[config.mk]
export PLATFORM = sky130hd
export DESIGN_NAME = brq_ifu_dummy_burst
export DESIGN_NICKNAME = d
export VERILOG_FILES = /design/src/rtl/brq_dummy_pkg.sv /design/src/rtl/brq_ifu_dummy_enc.sv /design/src/rtl/prim_lfsr.sv /design/src/rtl/brq_ifu_dummy_burst.sv
export SDC_FILE = /design/constraint.sdc
export NUM_CORES = 1
export LEC_CHECK = 0
export ABC_AREA = 1
export CELL_PAD_IN_SITES_DETAIL_PLACEMENT = 1
export CELL_PAD_IN_SITES_GLOBAL_PLACEMENT = 1
export CORE_MARGIN = 4
export CORE_UTILIZATION = 34
export CTS_BUF_LIST = sky130_fd_sc_hd__clkbuf_16
export CTS_CLUSTER_DIAMETER = 30
export DETAILED_ROUTE_END_ITERATION = 10
export PLACE_DENSITY = 0.75
export SLEW_MARGIN = 10
export SYNTH_ARGS = -nofsm -noshare
export SYNTH_HDL_FRONTEND = slang
export SYNTH_SLANG_ARGS = --single-unit
[constraint.sdc]
create_clock -name clk_i -period 1.76 [get_ports clk_i]
set_clock_uncertainty 0.1 [all_clocks]
set_input_delay 0.264 -clock clk_i [delete_from_list [all_inputs] [get_ports clk_i]]
set_output_delay 0.264 -clock clk_i [all_outputs]
set_load 0.02 [all_outputs]
[src/rtl/brq_dummy_pkg.sv]
// Shared types and encoding constants for the IF-stage dummy instruction inserter.
// Holds the op-type enum, FSM states, R-type funct fields and the LFSR field layout.
package brq_dummy_pkg;

    typedef enum logic [2:0] {
        DUMMY_ADD  = 3'd0,
        DUMMY_SUB  = 3'd1,
        DUMMY_XOR  = 3'd2,
        DUMMY_OR   = 3'd3,
        DUMMY_AND  = 3'd4,
        DUMMY_MUL  = 3'd5,
        DUMMY_MULH = 3'd6,
        DUMMY_DIV  = 3'd7
    } dummy_type_e;

    typedef enum logic [1:0] {
        ST_IDLE   = 2'd0,
        ST_COUNT  = 2'd1,
        ST_INSERT = 2'd2
    } dummy_state_e;

    localparam logic [6:0] OpcodeOp   = 7'h33;
    localparam logic [4:0] RdZero     = 5'h00;

    localparam logic [6:0] F7Base     = 7'h00;
    localparam logic [6:0] F7Alt      = 7'h20;
    localparam logic [6:0] F7MulDiv   = 7'h01;

    localparam logic [2:0] F3AddSub   = 3'd0;
    localparam logic [2:0] F3Mulh     = 3'd1;
    localparam logic [2:0] F3Xor      = 3'd4;
    localparam logic [2:0] F3Or       = 3'd6;
    localparam logic [2:0] F3And      = 3'd7;
    localparam logic [2:0] F3Div      = 3'd4;

    // Width-independent LFSR fields sitting directly above the count field.
    typedef struct packed {
        dummy_type_e typ;
        logic [4:0]  op_b;
        logic [4:0]  op_a;
    } lfsr_field_t;

    localparam int unsigned FieldW = $bits(lfsr_field_t);

    function automatic logic [9:0] dummy_funct(input dummy_type_e t);
        logic [9:0] f;
        unique case (t)
            DUMMY_ADD:  f = {F7Base,   F3AddSub};
            DUMMY_SUB:  f = {F7Alt,    F3AddSub};
            DUMMY_XOR:  f = {F7Base,   F3Xor};
            DUMMY_OR:   f = {F7Base,   F3Or};
            DUMMY_AND:  f = {F7Base,   F3And};
            DUMMY_MUL:  f = {F7MulDiv, F3AddSub};
            DUMMY_MULH: f = {F7MulDiv, F3Mulh};
            DUMMY_DIV:  f = {F7MulDiv, F3Div};
            default:    f = {F7Base,   F3AddSub};
        endcase
        return f;
    endfunction

endpackage

[src/rtl/brq_ifu_dummy_enc.sv]
// Dummy op selection and R-type encoding (rd = x0).
// Disabled op types fall back to ADD.
module brq_ifu_dummy_enc
    import brq_dummy_pkg::*;
(
    input  dummy_type_e i_type,
    input  logic [7:0]  i_type_en,
    input  logic [4:0]  i_op_a,
    input  logic [4:0]  i_op_b,
    output logic [31:0] o_instr
);

    dummy_type_e w_sel;
    logic [9:0]  w_funct;

    always_comb begin
        w_sel   = i_type_en[i_type] ? i_type : DUMMY_ADD;
        w_funct = dummy_funct(w_sel);
        o_instr = {w_funct[9:3], i_op_b, i_op_a, w_funct[2:0], RdZero, OpcodeOp};
    end

endmodule

[src/rtl/prim_lfsr.sv]
// Galois LFSR with seed load; seed load takes priority over stepping.
// An all-zero state recovers to DefaultSeed on the next step instead of locking up.
module prim_lfsr #(
    parameter int unsigned        LfsrDw      = 32,
    parameter logic [LfsrDw-1:0]  DefaultSeed = {LfsrDw{1'b1}},
    parameter logic [LfsrDw-1:0]  Taps        = {1'b1, {(LfsrDw-1){1'b0}}}
) (
    input  logic              clk_i,
    input  logic              rst_ni,
    input  logic              i_lfsr_en,
    input  logic              i_seed_en,
    input  logic [LfsrDw-1:0] i_seed,
    output logic [LfsrDw-1:0] o_state
);

    logic [LfsrDw-1:0] r_state;
    logic [LfsrDw-1:0] w_next;

    always_comb begin
        w_next = r_state;
        if (i_seed_en) begin
            w_next = i_seed;
        end else if (i_lfsr_en) begin
            if (r_state == '0) begin
                w_next = DefaultSeed;
            end else begin
                w_next = (r_state >> 1) ^ ({LfsrDw{r_state[0]}} & Taps);
            end
        end
    end

    always_ff @(posedge clk_i or negedge rst_ni) begin
        if (!rst_ni) begin
            r_state <= DefaultSeed;
        end else begin
            r_state <= w_next;
        end
    end

    assign o_state = r_state;

endmodule

[src/rtl/brq_ifu_dummy_burst.sv]
// IF-stage dummy instruction inserter: random-length real-fetch windows followed by
// bursts of dummy R-type ops. BRQ_DUMMY_PERF_CNT_EN adds a handshaked-dummy counter port.
module brq_ifu_dummy_burst
    import brq_dummy_pkg::*;
#(
    parameter int unsigned CntW     = 5,
    parameter int unsigned MaskW    = 3,
    parameter int unsigned MaxBurst = 4,
    parameter int unsigned LfsrW    = 32
) (
    input  logic             clk_i,
    input  logic             rst_ni,
    input  logic             dummy_instr_en_i,
    input  logic [MaskW-1:0] dummy_instr_mask_i,
    input  logic [7:0]       dummy_type_en_i,
    input  logic             dummy_burst_en_i,
    input  logic             dummy_seed_en_i,
    input  logic [31:0]      dummy_seed_i,
    input  logic             fetch_valid_i,
    input  logic             id_in_ready_i,
    input  logic             flush_i,
    output logic             insert_dummy_instr_o,
    output logic [31:0]      dummy_instr_data_o
`ifdef BRQ_DUMMY_PERF_CNT_EN
    ,
    output logic [31:0]      dummy_count_o
`endif
);

    localparam int unsigned BurstW = (MaxBurst > 1) ? $clog2(MaxBurst) : 1;
    localparam int unsigned BlW    = $clog2(MaxBurst) + 1;
    localparam logic [LfsrW-1:0] LfsrSeed = LfsrW'(32'h6D3A_91C5);
    localparam logic [LfsrW-1:0] LfsrTaps = {1'b1, (LfsrW-1)'(32'h0020_0003)};

    dummy_state_e     r_state;
    logic [CntW-1:0]  r_cnt_q;
    logic [BlW-1:0]   r_burst_left_q;
    logic [31:0]      r_seed_q;

    logic [LfsrW-1:0] w_lfsr_state;
    logic [31:0]      w_seed_next;
    logic             w_lfsr_step;
    logic [CntW-1:0]  w_keep;
    logic [CntW-1:0]  w_threshold;
    lfsr_field_t      w_fields;
    logic [BlW-1:0]   w_burst_len;
    logic             w_accept;

    assign w_seed_next = r_seed_q ^ dummy_seed_i;

    always_ff @(posedge clk_i or negedge rst_ni) begin
        if (!rst_ni) begin
            r_seed_q <= '0;
        end else if (dummy_seed_en_i) begin
            r_seed_q <= w_seed_next;
        end
    end

    // Steps on every consumed dummy, and once more when a burst is flushed so no op repeats.
    assign w_lfsr_step = (r_state == ST_INSERT) & dummy_instr_en_i & (flush_i | id_in_ready_i);

    prim_lfsr #(
        .LfsrDw      (LfsrW),
        .DefaultSeed (LfsrSeed),
        .Taps        (LfsrTaps)
    ) u_lfsr (
        .clk_i     (clk_i),
        .rst_ni    (rst_ni),
        .i_lfsr_en (w_lfsr_step),
        .i_seed_en (dummy_seed_en_i),
        .i_seed    (LfsrW'(w_seed_next)),
        .o_state   (w_lfsr_state)
    );

    always_comb begin
        w_keep = '1;
        w_keep[CntW-1 -: MaskW] = dummy_instr_mask_i;
    end

    assign w_threshold = w_lfsr_state[CntW-1:0] & w_keep;
    assign w_fields    = w_lfsr_state[CntW +: FieldW];

    generate
        if (MaxBurst > 1) begin : g_burst
            assign w_burst_len = BlW'(w_lfsr_state[CntW + FieldW +: BurstW]) + BlW'(1);
        end else begin : g_single
            assign w_burst_len = BlW'(1);
        end
    endgenerate

    assign insert_dummy_instr_o = (r_state == ST_INSERT) & dummy_instr_en_i;
    assign w_accept = fetch_valid_i & id_in_ready_i & ~insert_dummy_instr_o;

    always_ff @(posedge clk_i or negedge rst_ni) begin
        if (!rst_ni) begin
            r_state        <= ST_IDLE;
            r_cnt_q        <= '0;
            r_burst_left_q <= '0;
        end else if (!dummy_instr_en_i) begin
            r_state <= ST_IDLE;
        end else begin
            unique case (r_state)
                ST_IDLE: begin
                    r_state <= ST_COUNT;
                    r_cnt_q <= '0;
                end
                ST_COUNT: begin
                    if (flush_i) begin
                        r_cnt_q <= '0;
                    end else if (w_accept) begin
                        // >= rather than == so a mask narrowed mid-window still terminates it.
                        if (r_cnt_q >= w_threshold) begin
                            r_state        <= ST_INSERT;
                            r_cnt_q        <= '0;
                            r_burst_left_q <= dummy_burst_en_i ? w_burst_len : BlW'(1);
                        end else begin
                            r_cnt_q <= r_cnt_q + CntW'(1);
                        end
                    end
                end
                ST_INSERT: begin
                    if (flush_i) begin
                        r_state        <= ST_COUNT;
                        r_cnt_q        <= '0;
                        r_burst_left_q <= '0;
                    end else if (id_in_ready_i) begin
                        r_burst_left_q <= r_burst_left_q - BlW'(1);
                        if (r_burst_left_q == BlW'(1)) begin
                            r_state <= ST_COUNT;
                        end
                    end
                end
                default: begin
                    r_state <= ST_IDLE;
                end
            endcase
        end
    end

    brq_ifu_dummy_enc u_enc (
        .i_type    (w_fields.typ),
        .i_type_en (dummy_type_en_i),
        .i_op_a    (w_fields.op_a),
        .i_op_b    (w_fields.op_b),
        .o_instr   (dummy_instr_data_o)
    );

`ifdef BRQ_DUMMY_PERF_CNT_EN
    logic [31:0] r_dummy_count;

    always_ff @(posedge clk_i or negedge rst_ni) begin
        if (!rst_ni) begin
            r_dummy_count <= '0;
        end else if (insert_dummy_instr_o & id_in_ready_i & ~flush_i & (r_dummy_count != '1)) begin
            r_dummy_count <= r_dummy_count + 32'd1;
        end
    end

    assign dummy_count_o = r_dummy_count;
`endif

endmodule

==> results.sh, run 1 <==
export IMPL_p_int_w=0.00386
export IMPL_cts_sinks=74
export IMPL_die_w_um=122
export IMPL_powerDensity_nw_per_um2=953
export IMPL_dieArea_um2=14800
export IMPL_start_util_pct=34.8
export IMPL_first_iter_violations=131
export IMPL_status="complete, but fails checks"
export IMPL_hold_viol=0
export IMPL_endpoint_kind="primary output"
export IMPL_seqPwrFrac_pct=38.1
export IMPL_grt_pass1_wl_mm=21.2
export IMPL_fp_dieH_um=122
export IMPL_portBuffers=66
export IMPL_cts_root_buffer="clkbuf_16"
export IMPL_gr_usage_all_layers_pct=18.0
export IMPL_numCtsBuffers=9
export IMPL_multi_input_area_um2=2490
export IMPL_syn2layout_area_growth_pct=38.7
export IMPL_antenna_found_initial=0
export IMPL_fmax_ghz=0.412
export IMPL_clk_pin_slew_ps=60
export IMPL_setup_slack_ps=-667
export IMPL_endpoint="dummy_instr_data_o[30]"
export IMPL_wl_per_cell_um=15.4
export IMPL_clk_latency_ps=350
export IMPL_cts_tree="yes"
export IMPL_r2r_end="u_lfsr.o_state[24]"
export IMPL_maxCapViolations=0
export IMPL_p_sw_share_pct=33.8
export IMPL_synth_ff_latch_count=74
export IMPL_overflow=0
export IMPL_startpoint_type="flop"
export IMPL_syn_instance_count=588
export IMPL_dp_cells=834
export IMPL_gp_congestion=0.853
export IMPL_grt_pass1_vias=4495
export IMPL_yosysWarningCount=0
export IMPL_antennaDiodeCount=0
export IMPL_wirelength_mm=13.3
export IMPL_arrival_ps=2060
export IMPL_core_area_um2=12700
export IMPL_grt_max_degree=75
export IMPL_vias=4162
export IMPL_critPathLaunch="u_lfsr.o_state[15]"
export IMPL_rsz0062_at_grt="true"
export IMPL_rows=41
export IMPL_drive_above_1_share_pct=28.2
export IMPL_fin_total_pwr_w=0.00582
export IMPL_holdCritPathClass="in2async"
export IMPL_ff_latch_area_um2=1870
export IMPL_irDropWorstVdd_mv=0.553
export IMPL_clkPwrFrac_pct=32.0
export IMPL_p_comb_share_pct=29.9
export IMPL_cp_max_fo=6
export IMPL_fillers=1561
export IMPL_ys_seq_area_share_pct=42.5
export IMPL_h_tree_depth=3
export IMPL_p_leak_nw=2.91
export IMPL_postLayoutCellArea_um2=6110
export IMPL_setup_viol=7
export IMPL_finalCritPeriodShare_pct=138
export IMPL_r2r_start="u_lfsr.o_state[2]"
export IMPL_viasPerCell=4.83
export IMPL_power_switching_w=0.00197
export IMPL_r2r_slack_ps=-10
export IMPL_drv_slew=0
export IMPL_avgSynthCellArea_um2=7.50
export IMPL_cts_buffer_depth=2
export IMPL_yosysTopAreaCell="dfrtp_1"
export IMPL_synth_cell_types=34
export IMPL_finalNonFillerCells=861
export IMPL_placed_area_um2=5400
export IMPL_ant_nets=0
export IMPL_critPathKind="reg2out"
export IMPL_synth_top_cell_area_share_pct=32.9
export IMPL_dp_hpwl_mm=9.52
export IMPL_syn_area_um2=4410
export IMPL_critical_path_required_ps=1400
export IMPL_io_pin_count=84
export IMPL_violations="negative setup slack"
export IMPL_r2r_cells=12
export IMPL_drt_pre_antenna_iters=4
export IMPL_drc=0
export IMPL_synth_area_top_cells="dfrtp_1 (33%), nand2_1 (14%), dfstp_2 (9.5%), nor2_1 (8.2%), buf_4 (4.9%)"
export IMPL_fin_nets=749
export IMPL_fin_crit_ps=2430
## registers in the layout, summed over array words and instances (netlist names)
name            count
r_burst_left_q      3
r_state             2
r_cnt_q             5
u_lfsr.o_state     32
r_seed_q           32
## cells in the mapped netlist (all sizes together)
cell and n:
nand2 180, nor2 101, dfrtp 58, inv 51, o21ai 46, buf 41, a21oi 35, nand3 18
dfstp 16, ha 14, o221ai 7, o211ai 6, a31oi 3, xnor2 3, conb 2, a22oi 1
and3 1, clkbuf 1, clkinv 1, nand3b 1, nand4 1, o31ai 1
## per-stage QoR
| step | worst slack [ps] | hold WS (ps) | TNS (ps) | util (%) |
|---|---|---|---|---|
| CTS | -671 | 414 | -2980 | 45.9 |
| global route | -778 | 440 | -5090 | 48.2 |
| global placement | -803 | 238 | -7460 | 42.6 |
| floorplan | -189 | -132 | -627 | - |
| detailed placement | -855 | 246 | -9820 | 42.6 |
| finish | -667 | 399 | -2950 | 48.2 |
## cells by family after synthesis
group / Yosys count / share of synthesized area [%]
XOR/XNOR: 3 / 0.596
flip-flops: 74 / 42.5
AND/OR/NAND/NOR: 302 / 27.9
adder cells (fa/ha/maj): 14 / 3.97
buffers and inverters: 94 / 11.4
other: 2 / 0.170
AO/OA/AOI/OAI: 99 / 13.5
## worst max-delay path, cell delays in order (launching register included)
cell        delay (ps)
dfstp_2            620
clkinv_4            90
o21ai_2            120
nand2_1             80
nand2_2            100
buf_4              160
clkinvlp_4         180
buf_6              170
nor2_2              90
buf_6              130
## final cells by class
cell class,instances,share of cell area [%]
Clock buffer,9,3.68
Clock inverter,7,1.17
Inverter,52,3.46
Multi-Input combinational cell,438,40.7
Sequential cell,74,30.6
Tap cell,172,3.52
Timing Repair Buffer,109,16.8
## power by group through the flow
stage	Combinational, W	Clock, W	Sequential (W)
2_1_floorplan	0.00101	0	0.00217
3_3_place_gp	0.00147	0	0.00221
3_5_place_dp	0.00155	0	0.00224
4_1_cts	0.00161	0.00192	0.00221
5_1_grt	0.00193	0.00200	0.00226
6_report	0.00174	0.00186	0.00222
## per-layer routing
layer	up-vias	GRT usage (%)	wire, um
li1	2026	-	-
met1	2047	21.0	5530
met2	68	32.5	7050
met3	21	4.60	447
met4	0	5.25	237
met5	-	0	0
## cell usage in the layout (no fill, tap or decap), types with 3 or more instances in the layout
cell type and n:
o21ai_1 4, nor2_2 4, dfstp_2 16, inv_1 36, clkdlybuf4s50_1 52, buf_4 36
nor2_4 9, nand3_1 12, clkinv_4 3, o21ai_0 35, dfrtp_1 58, ha_1 7
buf_12 3, nand3_2 4, a31oi_1 3, buf_6 8, o211ai_1 6, conb_1 17
nand2_1 136, dlygate4sd2_1 5, nor2_1 88, a21oi_2 15, a21oi_1 19, clkbuf_16 9
nand2_2 35, ha_4 6, o21ai_2 5, xnor2_1 3, o221ai_1 7, clkinvlp_4 3
nand2_4 11, inv_2 12, inv_4 3
## what timing repair did
item | in CTS | in global routing
pin swaps | 18 | 28
gates resized for setup | 56 | 73
endpoints found under the hold margin | 58 | 0
cloned | 0 | 3
hold buffers | 1 | 0
setup endpoints to repair | 34 | 35
setup buffers | 2 | 6
## worst min-delay path by stage
stage	cells after the start	slack (ps)	to
final	3	400	r_seed_q[7]
after global routing	3	440	r_cnt_q[3]
after CTS	3	410	r_seed_q[29]
after detailed placement	2	250	r_seed_q[7]
after global placement	2	240	r_cnt_q[3]
after floorplan	0	-130	r_burst_left_q[0]
Note: power is estimated with default switching activity, not from simulation.
==> inputs of run 2 (changes only) <==
--- a/config.mk
+++ b/config.mk
@@ -18,3 +18,4 @@
 export SYNTH_ARGS = -nofsm -noshare
 export SYNTH_HDL_FRONTEND = slang
 export SYNTH_SLANG_ARGS = --single-unit
+export TNS_END_PERCENT = 50
==> run 2 against run 1 <==
Compared with the run above: the flow still finishes with violations (negative setup slack); highest routed layer unchanged; die area unchanged; register-to-register slack improved by 20 ps; non-clock buffer count increased by 1; count of clock-buffer cells in the layout unchanged; total power increased by 2.2%.
==> results.sh, run 2 (synthesis gave the netlist of run 1 again) <==
export IMPL_irDropWorstVdd_mv=0.525
export IMPL_arrival_ps=2070
export IMPL_gp_congestion=0.858
export IMPL_dp_hpwl_mm=9.58
export IMPL_drv_slew=0
export IMPL_core_area_um2=12700
export IMPL_r2r_cells=10
export IMPL_critPathKind="reg2out"
export IMPL_grt_max_degree=75
export IMPL_rows=41
export IMPL_place_ws_ps=-901
export IMPL_startpoint_type="flop"
export IMPL_slowest_delay_ps=620
export IMPL_ant_nets=0
export IMPL_cts_root_buffer="clkbuf_16"
export IMPL_portBuffers=66
export IMPL_critical_path_required_ps=1400
export IMPL_wirelength_mm=13.1
export IMPL_overflow=0
export IMPL_vias=4173
export IMPL_rsz0062_at_grt="true"
export IMPL_syn2layout_area_growth_pct=37.5
export IMPL_hold_ws_ps=400
export IMPL_r2r_end="r_cnt_q[0]"
export IMPL_grt_pass1_vias=4611
export IMPL_placed_area_um2=5430
export IMPL_antennaDiodeCount=0
export IMPL_r2r_slack_ps=10
export IMPL_clk_latency_ps=350
export IMPL_violations="negative setup slack"
export IMPL_io_pin_count=84
export IMPL_fmax_ghz=0.412
export IMPL_dieArea_um2=14800
export IMPL_antenna_found_initial=0
export IMPL_cts_sinks=74
export IMPL_final_util_pct=47.8
export IMPL_endpoint_kind="primary output"
export IMPL_numCtsBuffers=9
export IMPL_drc=0
export IMPL_fin_crit_ps=2430
export IMPL_setup_viol=5
export IMPL_hold_viol=0
export IMPL_wl_per_cell_um=15.2
export IMPL_drive_above_1_share_pct=25.4
export IMPL_finalCritPeriodShare_pct=138
export IMPL_cp_max_fo=6
export IMPL_p_leak_nw=2.87
export IMPL_fp_dieH_um=122
export IMPL_drt_pre_antenna_iters=5
export IMPL_h_tree_depth=3
export IMPL_r2r_start="u_lfsr.o_state[2]"
export IMPL_cts_buffer_depth=2
export IMPL_cp_cell_sequence="buf_4, nand2_1, nand3_1, nand2_1, nand2_4, nand2_4, ha_4, nand2_4, o21ai_4, buf_6"
export IMPL_maxCapViolations=0
export IMPL_layout_common_cells="nand2_1 (149), nor2_1 (88), dfrtp_1 (58)"
export IMPL_crit_path_top_delay_cell="dfstp_2"
export IMPL_first_iter_violations=159
export IMPL_setup_slack_ps=-669
export IMPL_start_util_pct=34.8
export IMPL_cts_tree="yes"
export IMPL_viasPerCell=4.85
export IMPL_postLayoutCellArea_um2=6060
export IMPL_grt_pass1_wl_mm=22.0
export IMPL_status="complete, but fails checks"
export IMPL_die_w_um=122
export IMPL_fin_nets=749
export IMPL_path_common_cell="nand2_4"
export IMPL_gr_usage_all_layers_pct=18.6
export IMPL_clk_pin_slew_ps=70
export IMPL_powerDensity_nw_per_um2=982
export IMPL_final_common_cell="nand2_1"
export IMPL_holdCritPathClass="in2async"
==> run 2: cell types whose count changed in the layout (fill, tap and decap cells not counted), moves of 2 or more <==
cell     previous run  this run
nand2_1           136       149
nand2_2            35        23
a21oi_1            19        25
a21oi_2            15         9
buf_4              36        38
inv_1              36        34
nand2_4            11         9
nand3_2             4         6
nand3_4             2         0
nor2_2              4         2
nor2_4              9        11
==> run 2: critical path, delay by kind of cell, from the launching register on <==
family / cells / cell delay (ps)
flops: 1 / 620
compound gates: 1 / 60
buf+inv: 2 / 310
fa+ha+maj: 1 / 280
simple gates: 6 / 430
==> run 2: how the worst max path moves through the flow <==
| stage | slack [ps] | to | from |
|---|---|---|---|
| global route | -780 | dummy_instr_data_o[14] | u_lfsr.o_state[15] |
| floorplan | -190 | dummy_instr_data_o[14] | u_lfsr.o_state[15] |
| detailed placement | -900 | dummy_instr_data_o[14] | dummy_type_en_i[6] |
| finish | -670 | dummy_instr_data_o[14] | u_lfsr.o_state[15] |
| CTS | -710 | dummy_instr_data_o[14] | u_lfsr.o_state[15] |
| global placement | -810 | dummy_instr_data_o[14] | dummy_type_en_i[6] |
==> run 2: cell type report <==
cell class	count	area, um2
well taps	172	215
multi-input cells	437	2410
inverters	52	211
clock inverters	7	93.8
fillers	1538	6610
repair buffers	110	1030
clock buffers	9	225
flip-flops and latches	74	1870
==> run 2: timing repair <==
| item | CTS | global route |
|---|---|---|
| hold buffers | 1 | 0 |
| setup buffers | 3 | 2 |
| endpoints found under the hold margin | 58 | 0 |
| gates resized for setup | 60 | 48 |
| setup endpoints to repair | 27 | 35 |
| pin swaps | 20 | 25 |
| gates cloned | 0 | 2 |
==> run 2: routing by layer <==
layer | up-vias | wire (um) | global-route usage [%]
met5 | - | 0 | 0
met4 | 0 | 227 | 5.81
met3 | 16 | 421 | 3.30
met2 | 66 | 6920 | 33.4
met1 | 2065 | 5530 | 22.5
li1 | 2026 | - | -
==> run 2: per-stage QoR <==
step	TNS, ps	power (W)	instances
after floorplan	-717	0.00318	603
after global placement	-6720	0.00369	838
after detailed placement	-8470	0.00379	838
after CTS	-3060	0.00592	858
after global routing	-4000	0.00633	861
final	-2830	0.00595	861
==> run 2: power by group <==
part | total, W | leakage (nW) | switching, W | internal, W
Clock | 0.00200 | 0.151 | 0.000765 | 0.00124
Sequential | 0.00222 | 0.877 | 0.000219 | 0.00200
Combinational | 0.00173 | 1.84 | 0.000966 | 0.000761
Total | 0.00595 | 2.87 | 0.00195 | 0.00400
